### config.mk
export PLATFORM = sky130hd
export DESIGN_NAME = tagfile_retire_arbiter
export DESIGN_NICKNAME = d
export VERILOG_FILES = /design/src/rtl/tagfile_pkg.sv /design/src/rtl/tagfile_retire_arbiter_rr_multi_select.sv /design/src/rtl/tagfile_retire_arbiter.sv
export SDC_FILE = /design/constraint.sdc
export NUM_CORES = 1
export LEC_CHECK = 0
export CORE_AREA = 5 5 238 147
export DETAILED_ROUTE_END_ITERATION = 12
export DIE_AREA = 0 0 243 152
export GPL_ROUTABILITY_DRIVEN = 1
export SYNTH_ARGS = -nofsm -noshare
export SYNTH_HDL_FRONTEND = slang
export SYNTH_SLANG_ARGS = --single-unit
### constraint.sdc
create_clock -name clk -period 6.1 [get_ports clk]
set_clock_uncertainty 0.05 [all_clocks]
set_input_delay 1.22 -clock clk [delete_from_list [all_inputs] [get_ports clk]]
set_output_delay 1.22 -clock clk [all_outputs]
set_load 0.005 [all_outputs]
### src/rtl/tagfile_pkg.sv
// Shared types, constants and index helpers for the tagfile retire arbiter.
package tagfile_pkg;

  localparam int TF_ADDR_W = 5;
  localparam int TF_DATA_W = 32;
  localparam int unsigned ZERO_REG = 0;

  typedef struct packed {
    logic [TF_ADDR_W-1:0] addr;
    logic [TF_DATA_W-1:0] data;
  } retire_req_t;

  // Single-step modular wrap; callers never exceed 2*n-1.
  function automatic int wrap_idx(input int i, input int n);
    return (i >= n) ? (i - n) : i;
  endfunction

endpackage

### src/rtl/tagfile_retire_arbiter_rr_multi_select.sv
// Round-robin multi-grant selector: walks requesters from ptr, grants up to PORTS
// non-zero-address requests (zero-address ones ride along), skipping address conflicts.
module rr_multi_select
  import tagfile_pkg::*;
#(
  parameter int REQS   = 4,
  parameter int PORTS  = 2,
  parameter int ADDR_W = 5,
  parameter int PTR_W  = $clog2(REQS),
  parameter int PIDX_W = (PORTS > 1) ? $clog2(PORTS) : 1
) (
  input  logic [REQS-1:0]        valid,
  input  logic [REQS*ADDR_W-1:0] addr,
  input  logic [PTR_W-1:0]       ptr,
  output logic [REQS-1:0]        grant,
  output logic [REQS-1:0]        grant_nz,
  output logic [REQS*PIDX_W-1:0] grant_port,
  output logic [PTR_W-1:0]       new_ptr
);

  logic [ADDR_W-1:0] addr_s [REQS];

  always_comb begin
    for (int i = 0; i < REQS; i++) begin
      addr_s[i] = addr[i*ADDR_W +: ADDR_W];
    end
  end

  always_comb begin
    int   idx;
    int   cnt;
    logic hit;
    logic nz;
    grant      = {REQS{1'b0}};
    grant_nz   = {REQS{1'b0}};
    grant_port = {(REQS*PIDX_W){1'b0}};
    new_ptr    = ptr;
    cnt        = 0;
    for (int k = 0; k < REQS; k++) begin
      idx = wrap_idx(int'(ptr) + k, REQS);
      nz  = (addr_s[idx] != ADDR_W'(ZERO_REG));
      hit = 1'b0;
      // Only already-granted non-zero writes block a later same-address request.
      for (int j = 0; j < REQS; j++) begin
        hit = hit | (grant_nz[j] & (addr_s[j] == addr_s[idx]));
      end
      if (valid[idx] && (cnt < PORTS) && !hit) begin
        grant[idx]    = 1'b1;
        grant_nz[idx] = nz;
        grant_port[idx*PIDX_W +: PIDX_W] = PIDX_W'(cnt);
        new_ptr       = PTR_W'(wrap_idx(idx + 1, REQS));
        cnt           = cnt + (nz ? 1 : 0);
      end else begin
        grant[idx] = 1'b0;
      end
    end
  end

endmodule

### src/rtl/tagfile_retire_arbiter.sv
// Tagfile retire arbiter top: fairness pointer, registered write ports, flush/reset masking.
module tagfile_retire_arbiter
  import tagfile_pkg::*;
#(
  parameter int REQS   = 4,
  parameter int PORTS  = 2,
  parameter int ADDR_W = 5,
  parameter int DATA_W = 32
) (
  input  logic                     clk,
  input  logic                     rst_n,
  input  logic [REQS-1:0]          req_valid,
  input  logic [REQS*ADDR_W-1:0]   req_addr,
  input  logic [REQS*DATA_W-1:0]   req_data,
  output logic [REQS-1:0]          req_ready,
  input  logic                     flush,
  output logic [PORTS-1:0]         wr_en,
  output logic [PORTS*ADDR_W-1:0]  wr_addr,
  output logic [PORTS*DATA_W-1:0]  wr_data,
  output logic                     busy
);

  localparam int PTR_W  = $clog2(REQS);
  localparam int PIDX_W = (PORTS > 1) ? $clog2(PORTS) : 1;

  logic [PTR_W-1:0]         rr_ptr_q, rr_ptr_d;
  logic [PORTS-1:0]         wr_en_q, wr_en_d;
  logic [PORTS*ADDR_W-1:0]  wr_addr_q, wr_addr_d;
  logic [PORTS*DATA_W-1:0]  wr_data_q, wr_data_d;
  logic                     busy_q, busy_d;

  logic [REQS-1:0]          grant_s;
  logic [REQS-1:0]          grant_nz_s;
  logic [REQS*PIDX_W-1:0]   grant_port_s;
  logic [PTR_W-1:0]         new_ptr_s;
  logic                     sel_s;

  rr_multi_select #(
    .REQS   (REQS),
    .PORTS  (PORTS),
    .ADDR_W (ADDR_W),
    .PTR_W  (PTR_W),
    .PIDX_W (PIDX_W)
  ) u_sel (
    .valid      (req_valid),
    .addr       (req_addr),
    .ptr        (rr_ptr_q),
    .grant      (grant_s),
    .grant_nz   (grant_nz_s),
    .grant_port (grant_port_s),
    .new_ptr    (new_ptr_s)
  );

  // Grants are withheld during flush and while reset is held.
  always_comb begin
    req_ready = (flush || !rst_n) ? {REQS{1'b0}} : grant_s;
  end

  always_comb begin
    wr_en_d   = {PORTS{1'b0}};
    wr_addr_d = wr_addr_q;
    wr_data_d = wr_data_q;
    rr_ptr_d  = rr_ptr_q;
    sel_s     = 1'b0;
    if (flush) begin
      rr_ptr_d = {PTR_W{1'b0}};
    end else begin
      rr_ptr_d = new_ptr_s;
      for (int p = 0; p < PORTS; p++) begin
        for (int i = 0; i < REQS; i++) begin
          sel_s = grant_nz_s[i] && (grant_port_s[i*PIDX_W +: PIDX_W] == PIDX_W'(p));
          if (sel_s) begin
            wr_en_d[p]                   = 1'b1;
            wr_addr_d[p*ADDR_W +: ADDR_W] = req_addr[i*ADDR_W +: ADDR_W];
            wr_data_d[p*DATA_W +: DATA_W] = req_data[i*DATA_W +: DATA_W];
          end else begin
            wr_en_d[p] = wr_en_d[p];
          end
        end
      end
    end
    busy_d = |wr_en_d;
  end

  always_ff @(posedge clk or negedge rst_n) begin
    if (!rst_n) begin
      rr_ptr_q  <= {PTR_W{1'b0}};
      wr_en_q   <= {PORTS{1'b0}};
      wr_addr_q <= {(PORTS*ADDR_W){1'b0}};
      wr_data_q <= {(PORTS*DATA_W){1'b0}};
      busy_q    <= 1'b0;
    end else begin
      rr_ptr_q  <= rr_ptr_d;
      wr_en_q   <= wr_en_d;
      wr_addr_q <= wr_addr_d;
      wr_data_q <= wr_data_d;
      busy_q    <= busy_d;
    end
  end

  assign wr_en   = wr_en_q;
  assign wr_addr = wr_addr_q;
  assign wr_data = wr_data_q;
  assign busy    = busy_q;

endmodule

Word level (Yosys, flattened, before mapping)
Cells that the tools add are included.
- flip-flop bits (word level): 79
- word-level logic and storage cells: 240
- output and inout port bits: 81
- bits of input ports: 155
- mux-type cells: 95
- $add $sub $neg: 21
- eq/ne operators: 12
- reduce and logical (&&, ||, !) cells: 33
- shifts and indexed selects: 8
- order comparisons: 23
- bitwise logic cells: 41
- operator list (kind ; count):
    32-bit two-way mux ; 14
    32-bit by 4-bit >= comparator with 1-bit output (second input constant) ; 7
    32-bit negation with 33-bit output ; 4
    1-bit by 33-bit variable shift with 4-bit output (first input constant) ; 4
    32-bit by 2-bit adder with 32-bit output (second input constant) ; 4
    32-bit by 1-bit >= comparator with 1-bit output (second input constant) ; 4
    32-bit by 3-bit >= comparator with 1-bit output (second input constant) ; 4
    32-bit by 4-bit < comparator with 1-bit output (second input constant) ; 4
    32-bit inverter ; 4
    1-bit by 33-bit variable part select with 4-bit output ; 3
    32-bit by 3-bit < comparator with 1-bit output (second input constant) ; 3
    32-bit by 4-bit subtractor with 32-bit output (second input constant) ; 3
    5-bit two-way mux ; 16
    32-bit adder ; 2
    5-bit == test ; 12
    4-bit two-way mux ; 13
    5-bit binary-select mux with 2-bit select ; 4
    1-bit by 33-bit variable part select with 4-bit output (first input constant) ; 1
    5-bit nonzero test ; 5
    4-bit bitwise mux ; 6
    1-bit two-way mux ; 24
    4-bit bitwise AND ; 5
    2-bit two-way mux ; 10
    1-bit logical AND ; 18
    17 further kinds ; 59

Logic depth before layout (Yosys ltp)
Gate-level depths: netlist of run 1.
- word-level depth: 38
- depth in mapped cells: 29
- gate-level depth less buffers: 22

Modules after synthesis
From an unflattened synthesis of run 1, not the netlist that was laid out.
- cell total of the unflattened synthesis: 1026
- area, all modules: 7993.9 um^2
- modules (own cells, without submodules) (module ; times used ; cells each ; sequential area each (um^2) ; area an instance (um^2)):
    tagfile_retire_arbiter ; 1 ; 641 ; 1976.9 ; 5071.1
    rr_multi_select ; 1 ; 385 ; 0.0 ; 2922.8

Worst setup path before layout of run 1
Ideal clock, no wire load.
- kind: in2out
- from: input req_addr[19]
- to: output req_ready[1]
- data arrival time: 5.280 ns
- buffers on the path: 2
- required time: 4.830 ns
- stages on the path: 20
- path slack: -0.450 ns
- path through: buf_2 -> xnor2_1 -> a41oi_1 -> nor4_2 -> o31ai_2 -> a21oi_2 -> or3_1 -> buf_2 -> mux2_2 -> ha_1 -> ha_1 -> nor2_1 -> nand2_1 -> a21o_1 -> nor2_1 -> nand4_1 -> a221o_1 -> nor2_1 -> a21oi_1 -> nor2_1
- cells in the longest elaborated chain, start to end: 28
- elaborated cells on any way between the ends: 82
- classes of those cells: add/sub: 2; order compare: 3; eq/ne: 12; mux: 27; bitwise: 26; reduce/logical: 12
- RTL lines (item ; RTL line ; text):
    start: declaration ; tagfile_retire_arbiter.sv:13 ; input logic [REQS*ADDR_W-1:0] req_addr,
    parallel branches: the longest is 26 deep, another holds 32-bit by 3-bit < comparator with 1-bit output ; n/a ;
    4-bit two-way mux * ; tagfile_retire_arbiter_rr_multi_select.sv:47 ; if (valid[idx] && (cnt < PORTS) && !hit) begin
    4-bit two-way mux * ; tagfile_retire_arbiter.sv:56 ; req_ready = (flush || !rst_n) ? {REQS{1'b0}} : grant_s;
    end: declaration ; tagfile_retire_arbiter.sv:15 ; output logic [REQS-1:0] req_ready,
Every way passes the cells marked *. The select of a mux whose other input is x is not followed.

Final worst setup path of run 1
- from: input req_addr[12]
- to: output req_ready[3]
The elaborated chain is that of the path after synthesis.

==> reports/qor.txt, run 1 <==
cts hold-fix bufs = 0
Setup Crit Path Kind = in2out
share of cells above drive strength 1 = 34.3%
Cell Area, Placed = 0.0122 sq mm
synth unique cells = 81
Mapped Cells = 820
nets = 1,373
yosys synthesis warning count = 0
DP HPWL = 27,800 um
Num CTS Buffers = 9
TritonCTS clock tree = done
Final min period = 6.28 ns
Overflow after GRT = 0
CTS Buffer Depth = 2
failing checks = setup timing
clk sinks = 79
Post-Synth Adder-Cell Area = 1.71%
CP arrival = 5.01 ns
Max Clock Freq = 159 MHz
Least-Margin Pin Slew = 0.639 ns
critical path's top delay family = compound AO/OA/AOI/OAI gates
Die ar. = 0.0369 sq mm
largest cells by area after synthesis = dfrtp_1 25%, mux2i_1 11%, a222oi_1 9.2%
Critical Path Source Type = input port
Area growth syn-to-layout = 66.7%
Initial Utilization = 24.4%
WL/cell = 23.4 um
vias per cell = 5.36
# H-tree levels = 3
max-slew violations = 0
Synthesized Nets = 986
Avg Cell Area, Syn = 9.80 sq um
DRT Pass-1 Iters = 7
crit end category = primary output
Max FO, Critical Path = 3
global placement routability congestion = 0.923
DIE WIDTH = 243 um
core area = 0.0329 sq mm
unrepaired setup endpoints after global routing = true
mapped cell area = 0.00803 sq mm
Boundary Pins = 236
# diodes = 0
placed cell count = 1,586
Starting DRT DRC Count = 1,199
top_reg_cell synth = dfrtp_1
power per cell area = 594 mW/mm^2
Largest stage delay, worst path = 0.36 ns
Synth Area in Simple Gates = 9.03%
Yosys reg bits = 79
Setup-failing EPs final = 78
final instance area = 0.0134 sq mm
first-pass GRT wire length = 57,000 um
GRT Total Usage = 19.8%
height of the die = 152 um
maximum VDD drop = 0.442 mV
root buffer cell = clkbuf_16
clock-pin slew on the worst setup and hold paths = 0.07 ns
Setup WS post-layout = -0.177 ns
fillers = 3,231
ys async rst share = 100%
# port buffers = 235
status = finished, violations left
Req. time, crit path = 4.83 ns
Tcrit/Tclk final = 103%
CP Cell Sequence = buf_8, buf_6, xnor2_4, a41oi_2, nor4_4, o31ai_4, a21oi_4, or3_4, mux2_4, ha_4, ha_4, nor2_2, nand2_1, a21o_1, nor2_1, nand4_1, buf_4, a221o_1, nor2_4, a21oi_1, nor2_1, buf_2
main combinational cell family by area after synthesis = multiplexers
Layout Cells excl Fill = 1,644
Bufs and invs on worst path = 4
max-cap viol count = 0
later-pin clock latency in the skew report = 0.37 ns
commonest non-fill, non-tap cells in the layout = 206 x clkdlybuf4s50_1, 170 x buf_4, 86 x inv_1, 84 x mux2i_1, 78 x dfrtp_1
vias in the first global route = 9,111
DRC = 0
post-synthesis compound-gate area fraction = 19.9%
Post-synth EDFFs = 0
Post-Route WL = 38,400 um
register area share after synthesis = 24.6%
area leader, netlist = dfrtp_1
post-synth top area share = 24.6%
HP Class = reg2reg
final hold violation count = 0
largest net degree at the start of global routing = 47
Slew headroom = 57.4%
routed via count = 8,806
P_leak = 5.75 nW
post-route ant nets = 0
Post-Synth XOR/XNOR Area = 7.74%
initial antenna violation count = 1
leading cell type in the layout, fill and taps excluded = clkdlybuf4s50_1
floorplan row count = 52
CP max-delay cell = or3_4
mux cell area share after synthesis = 27.3%
-- report_power, final --
group | switching, W | leakage (nW) | internal (W) | total (W)
combinational | 0.00304 | 4.65 | 0.00329 | 0.00634
clock | 0.000262 | 0.171 | 0.000406 | 0.000668
sequential | 0.000144 | 0.938 | 0.000810 | 0.000954
total | 0.00345 | 5.75 | 0.00451 | 0.00796
-- repair_timing --
action / CTS / global route
resized for setup: 153 / 48
pin swaps: 43 / 39
buffers inserted: 36 / 7
gates cloned: 6 / 2
setup endpoints to repair: 81 / 80
-- cell families (layout without fill, tap and decap cells) --
family	Yosys count	in the layout
simple gates	137	137
fa+ha+maj	11	11
mux	185	185
flops	79	79
compound gates	170	170
xor+xnor	71	71
buf+inv	167	559
-- worst register-to-register path: cells and delay by family (launching register included) --
| kind | cells | cell delay, ns |
|---|---|---|
| multiplexers | 4 | 1.29 |
| AO/OA/AOI/OAI | 6 | 1.25 |
| AND/OR/NAND/NOR | 8 | 1.18 |
| buffers and inverters | 7 | 0.96 |
| adder cells (fa/ha/maj) | 3 | 0.87 |
| flip-flops | 1 | 0.40 |
-- cell type report --
class	count	area [sq um]	share of cell area [%]
clock buffer	9	225	1.68
clock inverter	7	125	0.934
inverter	89	334	2.49
multi-input combinational	574	5810	43.4
sequential	79	1980	14.8
tap	432	541	4.04
timing repair buffer	454	4380	32.7
-- sequential cells by signal, indices dropped and copies added, names as in the netlist --
| signal | cells |
|---|---|
| busy | 1 |
| rr_ptr_q | 2 |
| wr_addr | 10 |
| wr_data | 64 |
| wr_en | 2 |
-- synth_stat cells (8+ instances only) --
cell type and n:
a222oi_1 74, buf_4 10, mux2_1 20, mux4_2 17, inv_1 86, xnor2_1 52
nor2_1 32, a31oi_1 9, buf_6 8, clkbuf_1 13, buf_2 45, a21oi_1 12
mux2_4 8, nor4_1 10, dfrtp_1 79, mux2_2 51, and3_1 8, nand3_1 16
nor3_1 19, nand4_1 9, xor2_1 19, mux2i_1 89, ha_1 11, nand2_1 20
-- through the flow --
step	TNS, ns	total power (W)	setup slack [ns]	utilization [%]	hold slack [ns]
after detailed placement	-60.43	0.00673	-0.877	37.2	0.424
after CTS	-1.93	0.00783	-0.181	40.4	0.446
after floorplan	0	0.00422	0.00147	-	0.433
after global routing	-17.59	0.00839	-0.300	40.7	0.469
after global placement	-61.51	0.00671	-0.895	37.2	0.417
final	-4.70	0.00796	-0.177	40.7	0.441
-- layer usage --
metal  share of wire (%)  wire, um  GRT usage, %  vias to the layer above
met5               0.021         8             0                        -
met4                 1.3       498          3.91                        2
met3                 8.7      3340          6.09                       38
met2                  43     16400          28.9                      438
met1                  47     18100          28.9                     4400
li1                    -         -             -                     3928
-- worst paths after layout --
kind                                    startpoint                 endpoint  slack [ns]  cells past startpoint
setup / recovery                      req_addr[12]             req_ready[3]       -0.18                     22
hold / removal              wr_addr[7]$_DFFE_PN0P_   wr_addr[7]$_DFFE_PN0P_        0.44                      1
setup reg to reg           rr_ptr_q[0]$_DFFE_PN0P_  wr_data[25]$_DFFE_PN0P_           0                     28
hold reg to reg             wr_addr[7]$_DFFE_PN0P_   wr_addr[7]$_DFFE_PN0P_        0.44                      1
max in group asynchronous                    rst_n  wr_data[25]$_DFFE_PN0P_        4.10                      2
min in group asynchronous                    rst_n   wr_data[5]$_DFFE_PN0P_        0.81                      1
(Power assumes the default switching activity.)
==> inputs of run 2 (changes only) <==
--- a/config.mk
+++ b/config.mk
@@ -6,9 +6,11 @@
 export NUM_CORES = 1
 export LEC_CHECK = 0
 export CORE_AREA = 5 5 238 147
+export CTS_BUF_LIST = sky130_fd_sc_hd__clkbuf_4 sky130_fd_sc_hd__clkbuf_8
 export DETAILED_ROUTE_END_ITERATION = 12
 export DIE_AREA = 0 0 243 152
 export GPL_ROUTABILITY_DRIVEN = 1
+export RECOVER_POWER = 50
 export SYNTH_ARGS = -nofsm -noshare
 export SYNTH_HDL_FRONTEND = slang
 export SYNTH_SLANG_ARGS = --single-unit
==> reports/qor.txt, run 2 (same netlist as run 1, synthesis figures left out) <==
Min Hold Slack = 0.456 ns (was 0.441 ns)
maximum VDD drop = 0.523 mV (was 0.442 mV)
P_leak = 6.08 nW (was 5.75 nW)
Initial Utilization = 24.4% (unchanged)
Tcrit/Tclk final = 104% (was 103%)
DIE WIDTH = 243 um (unchanged)
root buffer cell = clkbuf_8 (was clkbuf_16)
Max FO, Critical Path = 3 (unchanged)
fillers = 3,187 (was 3,231)
Max Clock Freq = 158 MHz (was 159 MHz)
CP arrival = 5.08 ns (was 5.01 ns)
pre-CTS setup slack = -0.877 ns (unchanged)
initial antenna violation count = 3 (was 1)
Setup-failing EPs final = 79 (was 78)
max-cap viol count = 0 (unchanged)
# port buffers = 235 (unchanged)
Setup Crit Path Kind = in2out (unchanged)
register area = 0.00198 sq mm (unchanged)
clk sinks = 79 (unchanged)
Setup WS post-layout = -0.247 ns (was -0.177 ns)
Overflow after GRT = 0 (unchanged)
largest net degree at the start of global routing = 47 (unchanged)
status = finished, violations left (unchanged)
DP HPWL = 27,800 um (unchanged)
Slew headroom = 56.6% (was 57.4%)
final instance area = 0.0140 sq mm (was 0.0134 sq mm)
first-pass GRT wire length = 59,700 um (was 57,000 um)
CP Cell Sequence = buf_8, buf_6, xnor2_4, a41oi_2, nor4_4, o31ai_4, a21oi_4, or3_4, mux2_4, ha_4, ha_4, nor2_2, nand2_1, a21o_1, nor2_1, nand4_1, buf_4, a221o_1, buf_6, nor2_4, a21oi_1, nor2_1, buf_2 (was buf_8, buf_6, xnor2_4, a41oi_2, nor4_4, o31ai_4, a21oi_4, or3_4, mux2_4, ha_4, ha_4, nor2_2, nand2_1, a21o_1, nor2_1, nand4_1, buf_4, a221o_1, nor2_4, a21oi_1, nor2_1, buf_2)
vias per cell = 5.39 (was 5.36)
Die ar. = 0.0369 sq mm (unchanged)
crit end category = primary output (unchanged)
floorplan row count = 52 (unchanged)
Cell Area, Placed = 0.0122 sq mm (unchanged)
unrepaired setup endpoints after global routing = true (unchanged)
Multi-input gate area = 0.00593 sq mm (was 0.00581 sq mm)
failing checks = setup timing (unchanged)
WL/cell = 24.3 um (was 23.4 um)
leading cell type in the layout, fill and taps excluded = clkdlybuf4s50_1 (unchanged)
Starting DRT DRC Count = 1,101 (was 1,199)
Boundary Pins = 236 (unchanged)
setup TNS = -12.73 ns (was -4.70 ns)
height of the die = 152 um (unchanged)
Least-Margin Pin Slew = 0.651 ns (was 0.639 ns)
DRC = 0 (unchanged)
global placement routability congestion = 0.923 (unchanged)
CP max-delay cell = or3_4 (unchanged)
nets = 1,399 (was 1,373)
core area = 0.0329 sq mm (unchanged)
post-route ant nets = 0 (unchanged)
CTS Buffer Depth = 2 (unchanged)
routed via count = 9,006 (was 8,806)
later-pin clock latency in the skew report = 0.41 ns (was 0.37 ns)
final hold violation count = 0 (unchanged)
Num CTS Buffers = 9 (unchanged)
# H-tree levels = 3 (unchanged)
Largest stage delay, worst path = 0.36 ns (about the same)
Area growth syn-to-layout = 74.0% (was 66.7%)
Final min period = 6.35 ns (was 6.28 ns)
GRT Total Usage = 20.9% (was 19.8%)
Largest register FFs = 64 (unchanged)
max-slew violations = 0 (unchanged)
DRT Pass-1 Iters = 7 (unchanged)
power per cell area = 645 mW/mm^2 (was 594 mW/mm^2)
HP Class = reg2reg (unchanged)
share of cells above drive strength 1 = 36.2% (was 34.3%)
Req. time, crit path = 4.83 ns (about the same)
vias in the first global route = 9,366 (was 9,111)
clock-pin slew on the worst setup and hold paths = 0.10 ns (was 0.07 ns)
Post-Route WL = 40,600 um (was 38,400 um)
TritonCTS clock tree = done (unchanged)
Critical Path Source Type = input port (unchanged)
commonest non-fill, non-tap cells in the layout = 206 x clkdlybuf4s50_1, 173 x buf_4, 86 x inv_1, 85 x mux2i_1, 78 x dfrtp_1 (was 206 x clkdlybuf4s50_1, 170 x buf_4, 86 x inv_1, 84 x mux2i_1, 78 x dfrtp_1)
Tot Pwr = 0.00902 W (was 0.00796 W)
## run 2: cell types whose count changed in the layout (fill, tap and decap cells not counted), sizes merged
cell / previous run / this run
clkbuf: 13 / 14
clkdlybuf4s15: 1 / 2
bufbuf: 1 / 0
buf: 238 / 263
diode: 0 / 2
## run 2: through the flow
step | utilization, % | instances
detailed placement | 37.2 | 1586
global placement | 37.2 | 1586
floorplan | - | 820
finish | 42.5 | 1672
global route | 42.5 | 1672
CTS | 41.8 | 1663
## run 2: metal layers
layer  up-vias  track usage (%)  share of wire, %
li1       3985                -                 -
met1      4540             30.3                47
met2       451             31.4                44
met3        28             5.90               8.6
met4         2             3.64              0.85
met5         -                0             0.020
## run 2: critical path: cells and delay by family
kind                       cells  cell delay, ns
AOI/OAI and AO/OA              6            1.25
and+or+nand+nor                8            1.03
buffers and inverters          5            0.68
adders and majority gates      2            0.40
muxes                          1            0.34
xor gates and xnor gates       1            0.15
## run 2: area by class of cell
| cell class | count | share of cell area (%) |
|---|---|---|
| antenna | 2 | 0.0358 |
| clock buffer | 9 | 0.886 |
| clock inverter | 7 | 0.895 |
| inverter | 89 | 2.39 |
| multi-input combinational | 574 | 42.4 |
| sequential | 79 | 14.2 |
| tap | 432 | 3.87 |
| timing repair buffer | 480 | 35.4 |
## run 2: repair_timing
action,4_1_cts,5_1_grt
setup buffers,53,9
pin swaps,48,37
hold buffers,0,0
endpoints found under the hold margin,0,0
cloned,14,4
gates resized for setup,216,38
setup endpoints to repair,80,81
## run 2: path summary, 6_finish.rpt
check	start	cells after the start	to	slack [ns]
worst max-delay path	req_addr[12]	23	req_ready[3]	-0.25
worst min-delay path	wr_addr[8]$_DFFE_PN0P_	1	wr_addr[8]$_DFFE_PN0P_	0.46
worst min register to register	wr_addr[8]$_DFFE_PN0P_	1	wr_addr[8]$_DFFE_PN0P_	0.46
worst max register to register	rr_ptr_q[0]$_DFFE_PN0P_	28	wr_data[25]$_DFFE_PN0P_	-0.08
min in group asynchronous	rst_n	1	wr_data[5]$_DFFE_PN0P_	0.77
max in group asynchronous	rst_n	2	wr_data[25]$_DFFE_PN0P_	4.12
## run 2: where the power goes
part | switching, W | total, W | leakage, nW | internal [W]
clock network | 0.000244 | 0.000521 | 0.125 | 0.000277
logic | 0.00340 | 0.00753 | 5.02 | 0.00413
registers | 0.000152 | 0.000961 | 0.938 | 0.000808
==> inputs of run 3 (changes only) <==
--- a/config.mk
+++ b/config.mk
@@ -5,11 +5,14 @@
 export SDC_FILE = /design/constraint.sdc
 export NUM_CORES = 1
 export LEC_CHECK = 0
+export CELL_PAD_IN_SITES_DETAIL_PLACEMENT = 1
+export CELL_PAD_IN_SITES_GLOBAL_PLACEMENT = 2
 export CORE_AREA = 5 5 238 147
 export CTS_BUF_LIST = sky130_fd_sc_hd__clkbuf_4 sky130_fd_sc_hd__clkbuf_8
 export DETAILED_ROUTE_END_ITERATION = 12
 export DIE_AREA = 0 0 243 152
 export GPL_ROUTABILITY_DRIVEN = 1
+export PLACE_DENSITY_LB_ADDON = 0.1
 export RECOVER_POWER = 50
 export SYNTH_ARGS = -nofsm -noshare
 export SYNTH_HDL_FRONTEND = slang
==> reports/qor.txt, run 3 (same netlist as run 1, synthesis figures left out) <==
status = finished, violations left (unchanged)
failing checks = setup timing (unchanged)
CP arrival = 4.96 ns (was 5.08 ns)
clock-pin slew on the worst setup and hold paths = 0.09 ns (was 0.10 ns)
Most common cell on crit path = ha_4
Req. time, crit path = 4.83 ns (about the same)
Sequential Power Share = 11.0% (was 10.7%)
final instance area = 0.0139 sq mm (was 0.0140 sq mm)
WL/cell = 25.7 um (was 24.3 um)
vias in the first global route = 9,188 (was 9,366)
Num CTS Buffers = 9 (unchanged)
vias per cell = 5.29 (was 5.39)
Multi-input gate area = 0.00609 sq mm (was 0.00593 sq mm)
combinational power share = 84.0% (was 83.6%)
max-cap viol count = 0 (unchanged)
switching power share of the total = 43.3% (was 42.1%)
nets = 1,399 (unchanged)
Max FO, Critical Path = 5 (was 3)
Setup Crit Path Kind = in2out (unchanged)
# port buffers = 235 (unchanged)
power per cell area = 632 mW/mm^2 (was 645 mW/mm^2)
# H-tree levels = 3 (unchanged)
later-pin clock latency in the skew report = 0.38 ns (was 0.41 ns)
final hold violation count = 0 (unchanged)
Post-Route WL = 43,000 um (was 40,600 um)
HP Class = reg2reg (unchanged)
post-route ant nets = 0 (unchanged)
CP Cell Sequence = buf_8, mux4_2, xnor2_2, and3_4, o31ai_4, a21oi_4, or3_4, mux2_4, ha_4, ha_4, nor2_2, nand2_1, a21o_1, nor2_1, nand4_1, buf_4, a221oi_4, buf_6, nand3_4, a21oi_2, buf_2 (was buf_8, buf_6, xnor2_4, a41oi_2, nor4_4, o31ai_4, a21oi_4, or3_4, mux2_4, ha_4, ha_4, nor2_2, nand2_1, a21o_1, nor2_1, nand4_1, buf_4, a221o_1, buf_6, nor2_4, a21oi_1, nor2_1, buf_2)
height of the die = 152 um (unchanged)
Least-Margin Pin Slew = 0.751 ns (was 0.651 ns)
CP max-delay cell = mux4_2 (was or3_4)
Boundary Pins = 236 (unchanged)
register area = 0.00198 sq mm (unchanged)
share of cells above drive strength 1 = 37.4% (was 36.2%)
Initial Utilization = 24.4% (unchanged)
# diodes = 0 (was 2)
fillers = 3,636 (was 3,187)
TritonCTS clock tree = done (unchanged)
cts hold-fix bufs = 0 (unchanged)
Slew headroom = 50.0% (was 56.6%)
Tcrit/Tclk final = 102% (was 104%)
clock power share = 5.0% (was 5.8%)
routed via count = 8,833 (was 9,006)
Net Switching = 0.00380 W (about the same)
DP HPWL = 31,100 um (was 27,800 um)
commonest non-fill, non-tap cells in the layout = 206 x clkdlybuf4s50_1, 191 x buf_4, 85 x inv_1, 84 x mux2i_1, 78 x dfrtp_1 (was 206 x clkdlybuf4s50_1, 173 x buf_4, 86 x inv_1, 85 x mux2i_1, 78 x dfrtp_1)
Tot Pwr = 0.00879 W (was 0.00902 W)
Area growth syn-to-layout = 73.0% (was 74.0%)
Cell Area, Placed = 0.0124 sq mm (was 0.0122 sq mm)
DRT Pass-1 Iters = 6 (was 7)
DIE WIDTH = 243 um (unchanged)
first-pass GRT wire length = 60,800 um (was 59,700 um)
DRC = 0 (unchanged)
largest net degree at the start of global routing = 54 (was 47)
maximum VDD drop = 0.408 mV (was 0.523 mV)
critical path's top delay family = simple AND/OR/NAND/NOR gates (was compound AO/OA/AOI/OAI gates)
Largest register FFs = 64 (unchanged)
initial antenna violation count = 0 (was 3)
P_leak = 6.07 nW (was 6.08 nW)
core area = 0.0329 sq mm (unchanged)
Overflow after GRT = 0 (unchanged)
Starting DRT DRC Count = 878 (was 1,101)
Internal Power = 0.00498 W (was 0.00522 W)
setup TNS = -5.72 ns (was -12.73 ns)
root buffer cell = clkbuf_8 (unchanged)
Final min period = 6.23 ns (was 6.35 ns)
max-slew violations = 0 (unchanged)
unrepaired setup endpoints after global routing = true (unchanged)
Min Hold Slack = 0.446 ns (was 0.456 ns)
Bufs and invs on worst path = 4 (was 5)
Die ar. = 0.0369 sq mm (unchanged)
Critical Path Source Type = input port (unchanged)
Setup-failing EPs final = 73 (was 79)
leading cell type in the layout, fill and taps excluded = clkdlybuf4s50_1 (unchanged)
final core occ = 42.2% (was 42.5%)
Largest stage delay, worst path = 0.51 ns (was 0.36 ns)
floorplan row count = 52 (unchanged)
GRT Total Usage = 21.1% (was 20.9%)
Setup WS post-layout = -0.128 ns (was -0.247 ns)
crit end category = primary output (unchanged)
clk sinks = 79 (unchanged)
CTS Buffer Depth = 2 (unchanged)
Max Clock Freq = 161 MHz (was 158 MHz)
global placement routability congestion = 0.899 (was 0.923)
## run 3: cell count changes in the layout (fill, tap and decap cells not counted), sizes merged, moves of 2 or more
cell and change:
clkbuf +8, clkinvlp +2, diode -2, bufinv -2
clkdlybuf4s15 -2, buf -5
## run 3: through the flow
stage	cells	setup WS (ns)
after floorplan	820	0.00147
after global placement	1599	-1.04
after detailed placement	1599	-0.954
after CTS	1637	-0.178
after global routing	1670	-0.281
final	1670	-0.128
## run 3: layout make-up
cell class	instances	area share (%)
Multi-Input combinational cell	574	43.8
Sequential cell	79	14.2
Tap cell	432	3.89
Clock buffer	10	0.990
Timing Repair Buffer	480	34.2
Clock inverter	6	0.486
Inverter	89	2.40
## run 3: what timing repair did
item / in CTS / in global routing
buffers inserted: 22 / 20
endpoints found under the setup margin: 80 / 79
pin swaps: 36 / 42
gates cloned: 0 / 13
gates resized for setup: 167 / 108
## run 3: worst paths after layout
kind | from | end | slack, ns | depth (start not counted)
hold reg to reg | wr_addr[8]$_DFFE_PN0P_ | wr_addr[8]$_DFFE_PN0P_ | 0.45 | 1
max in group asynchronous | rst_n | rr_ptr_q[0]$_DFFE_PN0P_ | 4.15 | 2
setup reg to reg | rr_ptr_q[0]$_DFFE_PN0P_ | wr_data[10]$_DFFE_PN0P_ | -0.02 | 30
min in group asynchronous | rst_n | wr_data[24]$_DFFE_PN0P_ | 0.70 | 1
setup / recovery | req_addr[11] | req_ready[2] | -0.13 | 21
hold / removal | wr_addr[8]$_DFFE_PN0P_ | wr_addr[8]$_DFFE_PN0P_ | 0.45 | 1
## run 3: layer usage
metal	share of wire, %	global-route usage (%)	wire length (um)	vias to the layer above
li1	-	-	-	3984
met1	50	31.8	21600	4534
met2	43	32.2	18700	291
met3	5.5	4.11	2380	24
met4	0.76	2.54	325	0
met5	0	0	0	-
## run 3: power by group through the flow
stage | registers (W) | clock network (W) | logic (W)
after floorplan | 0.000962 | 0 | 0.00326
after global placement | 0.000955 | 0 | 0.00599
after detailed placement | 0.000964 | 0 | 0.00599
after CTS | 0.000958 | 0.000452 | 0.00617
after global routing | 0.000997 | 0.000475 | 0.00775
final | 0.000966 | 0.000436 | 0.00738
